## config.mk

```make
export PLATFORM = sky130hd
export DESIGN_NAME = mod129_stream_accumulator_flat
export DESIGN_NICKNAME = d
export VERILOG_FILES = /design/src/rtl/mod129_stream_if.sv /design/src/rtl/mod129_stream_accumulator.sv /design/src/flat_wrapper.sv
export SDC_FILE = /design/constraint.sdc
export NUM_CORES = 1
export LEC_CHECK = 0
export CORE_UTILIZATION = 25
export DETAILED_ROUTE_END_ITERATION = 10
export DONT_BUFFER_PORTS = 1
export PLACE_DENSITY_LB_ADDON = 0.1
export SLEW_MARGIN = 5
export SYNTH_ARGS = -nofsm -noshare
export SYNTH_HDL_FRONTEND = slang
export SYNTH_SLANG_ARGS = --single-unit
export TNS_END_PERCENT = 100
```

## constraint.sdc

```tcl
create_clock -name clk -period 4.1 [get_ports clk]
set_input_delay 0.41 -clock clk [delete_from_list [all_inputs] [get_ports clk]]
set_output_delay 0.41 -clock clk [all_outputs]
set_load 0.005 [all_outputs]
```

## src/rtl/mod129_stream_if.sv

```systemverilog
// Word-in / residue-out stream bundle for mod129_stream_accumulator.
interface mod129_stream_if #(
  parameter int unsigned CNT_W = 16
);
  logic             in_valid;
  logic             in_ready;
  logic [63:0]      in_data;
  logic             in_last;
  logic             out_valid;
  logic             out_ready;
  logic [7:0]       out_residue;
  logic [CNT_W-1:0] out_words;
  logic             out_overflow;

  modport master (
    output in_valid, in_data, in_last, out_ready,
    input  in_ready, out_valid, out_residue, out_words, out_overflow
  );

  modport slave (
    input  in_valid, in_data, in_last, out_ready,
    output in_ready, out_valid, out_residue, out_words, out_overflow
  );
endinterface

```

## src/rtl/mod129_stream_accumulator.sv

```systemverilog
// Folds a MSW-first stream of 64-bit words into N mod 129 and reports it with the word count.

// 64-bit word mod 129 using 2^7 = -1 (mod 129): alternating sum of 7-bit digits.
module x_modulo_129 (
  input  logic [63:0] data,
  output logic [7:0]  residue_c
);
  localparam int unsigned SUM_W = 11;

  logic [SUM_W-1:0] pos;
  logic [SUM_W-1:0] neg;
  logic [SUM_W-1:0] diff;

  // pos <= 635, neg <= 509; the 516 offset (4*129) keeps diff positive
  always_comb begin
    pos = SUM_W'(data[6:0])   + SUM_W'(data[20:14]) + SUM_W'(data[34:28]) +
          SUM_W'(data[48:42]) + SUM_W'(data[62:56]);
    neg = SUM_W'(data[13:7])  + SUM_W'(data[27:21]) + SUM_W'(data[41:35]) +
          SUM_W'(data[55:49]) + SUM_W'(data[63]);
    diff = pos + SUM_W'(516) - neg;
    residue_c = 8'(diff % SUM_W'(129));
  end
endmodule

module mod129_stream_accumulator #(
  parameter int unsigned CNT_W = 16
) (
  input logic           clk,
  input logic           rst_n,
  mod129_stream_if.slave bus
);
  localparam int unsigned RES_W  = 8;
  localparam int unsigned FOLD_W = 10;

  typedef enum logic [1:0] {ACC, FLUSH, DONE} state_t;

  state_t           state_q, state_d;
  logic [RES_W-1:0] w_c, w_q;
  logic             v_q, l_q;
  logic [RES_W-1:0] r_q, r_d;
  logic [CNT_W-1:0] cnt_q, cnt_d;
  logic             ovf_q, ovf_d;
  logic [FOLD_W-1:0] fold;
  logic [RES_W-1:0] fold_red;
  logic             xfer, hs;

  logic             in_ready_d, out_valid_d, out_overflow_d;
  logic [RES_W-1:0] out_residue_d;
  logic [CNT_W-1:0] out_words_d;

  assign xfer = bus.in_valid && bus.in_ready;
  assign hs   = bus.out_valid && bus.out_ready;

  x_modulo_129 u_word_mod (
    .data      (bus.in_data),
    .residue_c (w_c)
  );

  // Stage 1: registered word residue
  always_ff @(posedge clk or negedge rst_n) begin
    if (!rst_n) begin
      w_q <= '0;
      v_q <= 1'b0;
      l_q <= 1'b0;
    end else begin
      v_q <= xfer;
      if (xfer) begin
        w_q <= w_c;
        l_q <= bus.in_last;
      end
    end
  end

  // Stage 2 fold: 127*R = -2R (mod 129), so w + 258 - 2R lies in 2..386
  always_comb begin
    fold = FOLD_W'(w_q) + FOLD_W'(258) - FOLD_W'({r_q, 1'b0});
    if (fold >= FOLD_W'(258))      fold_red = RES_W'(fold - FOLD_W'(258));
    else if (fold >= FOLD_W'(129)) fold_red = RES_W'(fold - FOLD_W'(129));
    else                           fold_red = RES_W'(fold);
  end

  always_comb begin
    r_d   = r_q;
    cnt_d = cnt_q;
    ovf_d = ovf_q;
    if (hs) begin
      r_d   = '0;
      cnt_d = '0;
      ovf_d = 1'b0;
    end else begin
      if (v_q) r_d = fold_red;
      if (xfer) begin
        if (&cnt_q) ovf_d = 1'b1;
        else        cnt_d = cnt_q + CNT_W'(1);
      end
    end
  end

  always_ff @(posedge clk or negedge rst_n) begin
    if (!rst_n) begin
      state_q <= ACC;
      r_q     <= '0;
      cnt_q   <= '0;
      ovf_q   <= 1'b0;
    end else begin
      state_q <= state_d;
      r_q     <= r_d;
      cnt_q   <= cnt_d;
      ovf_q   <= ovf_d;
    end
  end

  always_comb begin
    state_d = state_q;
    case (state_q)
      ACC:     if (xfer && bus.in_last) state_d = FLUSH;
      FLUSH:   if (v_q && l_q)          state_d = DONE;
      DONE:    if (hs)                  state_d = ACC;
      default:                          state_d = ACC;
    endcase
  end

  // Outputs are registered from the next-state view so they line up with the state
  always_comb begin
    in_ready_d     = 1'b0;
    out_valid_d    = 1'b0;
    out_residue_d  = '0;
    out_words_d    = '0;
    out_overflow_d = 1'b0;
    case (state_d)
      ACC:  in_ready_d = 1'b1;
      DONE: begin
        out_valid_d    = 1'b1;
        out_residue_d  = r_d;
        out_words_d    = cnt_d;
        out_overflow_d = ovf_d;
      end
      default: ;
    endcase
  end

  always_ff @(posedge clk or negedge rst_n) begin
    if (!rst_n) begin
      bus.in_ready     <= 1'b0;
      bus.out_valid    <= 1'b0;
      bus.out_residue  <= '0;
      bus.out_words    <= '0;
      bus.out_overflow <= 1'b0;
    end else begin
      bus.in_ready     <= in_ready_d;
      bus.out_valid    <= out_valid_d;
      bus.out_residue  <= out_residue_d;
      bus.out_words    <= out_words_d;
      bus.out_overflow <= out_overflow_d;
    end
  end
endmodule

```

## src/flat_wrapper.sv

```systemverilog
// flat-port wrapper written by rule: the top's interface ports become plain ports
module mod129_stream_accumulator_flat 
#(
  parameter int unsigned CNT_W = 16
)
  (clk, rst_n, bus_in_valid, bus_in_data, bus_in_last, bus_out_ready, bus_in_ready, bus_out_valid, bus_out_residue, bus_out_words, bus_out_overflow);
  mod129_stream_if #(.CNT_W(CNT_W)) bus_i ();
  input logic clk;
  input logic rst_n;
  input wire logic [$bits(bus_i.in_valid)-1:0] bus_in_valid;
  input wire logic [$bits(bus_i.in_data)-1:0] bus_in_data;
  input wire logic [$bits(bus_i.in_last)-1:0] bus_in_last;
  input wire logic [$bits(bus_i.out_ready)-1:0] bus_out_ready;
  output wire logic [$bits(bus_i.in_ready)-1:0] bus_in_ready;
  output wire logic [$bits(bus_i.out_valid)-1:0] bus_out_valid;
  output wire logic [$bits(bus_i.out_residue)-1:0] bus_out_residue;
  output wire logic [$bits(bus_i.out_words)-1:0] bus_out_words;
  output wire logic [$bits(bus_i.out_overflow)-1:0] bus_out_overflow;
  assign bus_i.in_valid = bus_in_valid;
  assign bus_i.in_data = bus_in_data;
  assign bus_i.in_last = bus_in_last;
  assign bus_i.out_ready = bus_out_ready;
  assign bus_in_ready = bus_i.in_ready;
  assign bus_out_valid = bus_i.out_valid;
  assign bus_out_residue = bus_i.out_residue;
  assign bus_out_words = bus_i.out_words;
  assign bus_out_overflow = bus_i.out_overflow;
  mod129_stream_accumulator #(.CNT_W(CNT_W)) u_core (.clk(clk), .rst_n(rst_n), .bus(bus_i));
endmodule
```

==> metrics <==
Filler cells 2629; Clock Latency Late Sink 330 ps; Worst Max-Slew Pin Slew 702.8 ps; Overflow after GRT 0; final WL 16340 microns; commonest non-fill, non-tap cell in the layout buf_4; hold path depth 2; crit-path max FO 6; Worst Setup Slack, final -3432 ps; number of cell rows 58; end of the worst register-to-register path u_core.bus.out_residue[4]$_DFF_PN0_; Max Root-Sink Buffers 2; DRT iter0 DRCs approximately 210; drt pass-1 iters 5; max_cap viols 0; Crit Reg-Reg Startpoint u_core.r_q[1]$_DFF_PN0_; routed length per placed instance 13.67 microns; Cell Area, Synth 6399 sq um; Port Buffers 0; hpwl dp 13120 microns; layout cell share with drive strength beyond 1 0.3287; Setup CP Type input port to flop; Top-Level Pins 96; CTS tree yes; Top Usage Layer GRT met2; cell mode on critical path buf_4; RSZ-0062 raised after global routing true; syn nets 877; CP max stage cell fa_1; GRT Total Usage 0.1298; register area share after synthesis 0.2503; Layout Nets 1031; commonest cells after routing, fill and taps aside buf_4 (149), inv_1 (101), dfrtp_1 (64); outcome finished with violations; FF+latch count, synth 64; GR Util met3 0.02094; clock-pin slew on the worst setup and hold paths around 50 ps; via count 5477; die height ~160 microns; GP Congestion 0.8090; setup violators final 8; largest net degree at the start of global routing 65; area of the core 25110 sq um; global-route wire length before repair 27700 microns; Worst Path Required around 4300 ps; failing checks negative setup slack; Finished Layout Cells 1195; ANT nets after route 0; hold path startpoint bus_in_last; Worst R2R Setup Slack 240 ps; max frequency 132.8 MHz; final hold vios 0; Vias/cell 4.583; worst min path class input port to flop; Min Clock Period, post-route 7532 ps; asr flop ratio synth 1.000; Die Width 162.0 microns; number of global-route vias before repair roughly 5800; slew margin rel. 0.5303; Post-synth EDFFs 0; crit path DAT a little under 8000 ps; Root Buffer clkbuf_16; ys flop type dfrtp_1; Layout area overhead 38.80%; Num CTS Buffers 9; Slew Viols, Final 0; crit share post-route 1.837; Gate Count Post-Synth ~710; CP Capture Type flop; Starting Density 0.2548; reg2reg path depth 21; hold worst-path end u_core.l_q$_DFFE_PN0P_; post-synth cell types 76; routing usage on met1 0.1595; clock sinks 64; die footprint 26240 sq um; synthesized area per cell 9.076 sq um; initial antenna violation count 1; CTS H-tree lvls 3; Crit path largest cell delay 600 ps; Yosys warning count 0; Max Clock Skew 7.788 ps; placed instance count between 1000 and 1500; # DRC 0; met2 Use GR 0.2357; crit start category input port
==> sequential cells by signal, summed over array words and instances, names as in the netlist, 2 cells and up <==
| name | count |
|---|---|
| u_core.cnt_q | 16 |
| u_core.r_q | 8 |
| u_core.state_q | 2 |
| u_core.bus.out_residue | 8 |
| u_core.w_q | 8 |
| u_core.bus.out_words | 16 |
==> cells by family (layout without fill, tap and decap cells) <==
logic type / Yosys count / count (layout) / synth area share
buffers and inverters: 123 / 281 / 0.07411
AOI/OAI and AO/OA: 139 / 140 / 0.1680
other: 0 / 1 / 0
DFF: 64 / 64 / 0.2503
and+or+nand+nor: 221 / 221 / 0.1756
adders and majority gates: 103 / 103 / 0.2507
xor gates and xnor gates: 41 / 41 / 0.05827
muxes: 14 / 14 / 0.02307
==> repair_timing <==
item	4_1_cts	5_1_grt
endpoints found under the setup margin	9	19
endpoints found under the hold margin	64	0
gates resized for setup	44	54
hold buffers	2	0
pin swaps	47	30
gates cloned	1	0
setup buffers	16	9
==> critical path, delay by kind of cell <==
family / cells / cell delay (ps)
multiplexers: 1 / 290
buffers and inverters: 6 / 650
AO/OA/AOI/OAI: 12 / 2280
AND/OR/NAND/NOR: 4 / 1120
XOR/XNOR: 2 / 250
adder cells (fa/ha/maj): 8 / 2760
==> per-layer routing <==
| layer | routed length, microns | vias up | share of wire |
|---|---|---|---|
| li1 | - | 2730 | - |
| met1 | 7215 | 2666 | 0.44 |
| met2 | 8485 | 71 | 0.52 |
| met3 | 492 | 10 | 0.030 |
| met4 | 145 | 0 | 0.0089 |
| met5 | 0 | - | 0 |
==> how the worst max path moves through the flow <==
stage	slack, ps	endpoint	depth (start not counted)	from
floorplan	-3640	u_core.w_q[6]$_DFFE_PN0P_	29	bus_in_data[1]
global placement	-3900	u_core.w_q[6]$_DFFE_PN0P_	34	bus_in_data[0]
detailed placement	-4020	u_core.w_q[6]$_DFFE_PN0P_	36	bus_in_data[0]
CTS	-3380	u_core.w_q[6]$_DFFE_PN0P_	29	bus_in_data[1]
global route	-3730	u_core.w_q[6]$_DFFE_PN0P_	31	bus_in_data[1]
finish	-3430	u_core.w_q[6]$_DFFE_PN0P_	33	bus_in_data[1]
==> cell usage after synthesis (3+ instances only) <==
master	n	share of area
a31oi_1	4	0.0039
a21oi_1	40	0.031
and4_1	5	0.0068
or2_2	4	0.0039
nand3_1	19	0.015
a2111oi_0	4	0.0055
a21o_1	4	0.0047
o21ai_0	14	0.011
clkbuf_1	10	0.0059
nor2_1	56	0.033
ha_1	61	0.12
dfrtp_1	64	0.25
a211oi_1	8	0.0094
o21a_1	5	0.0059
nor4_1	3	0.0029
fa_1	42	0.13
o21ai_1	4	0.0031
buf_2	4	0.0031
and2_1	15	0.015
o21bai_1	7	0.0082
nor3_1	34	0.027
o31ai_1	3	0.0035
and3_1	7	0.0068
inv_1	107	0.063
xnor2_1	24	0.033
a211oi_2	3	0.0059
xor2_1	16	0.022
nand4_1	10	0.0098
mux2i_1	11	0.017
nand3b_1	3	0.0035
or3_1	5	0.0049
a211o_1	8	0.011
nor2b_1	6	0.0059
nand2_1	41	0.024
==> cell type report <==
cell class	instances	area (sq um)	share of cell area
antenna	1	2.502	0.0002818
multi-input combinational	519	4930	0.5551
inverter	108	405.4	0.04565
clock buffer	9	225.2	0.02536
clock inverter	7	71.32	0.008030
tap	330	412.9	0.04649
sequential	64	1602	0.1803
timing repair buffer	157	1232	0.1388
==> per-stage QoR <==
step / cell area (sq um) / util / TNS, ps / hold slack (ps) / worst slack (ps)
after floorplan: 6536 / - / -28380 / 114.4 / -3641
after global placement: 7858 / 0.3129 / -30950 / 115.8 / -3903
after detailed placement: 7858 / 0.3129 / -31820 / 115.8 / -4023
after CTS: 8561 / 0.3409 / -26410 / 206.4 / -3384
after global routing: 8879 / 0.3536 / -29080 / 226.2 / -3734
final: 8881 / 0.3537 / -26500 / 227.0 / -3432
Power is not shown: default switching activity piles up to over one toggle a cycle in this logic, so the estimate is an artifact.
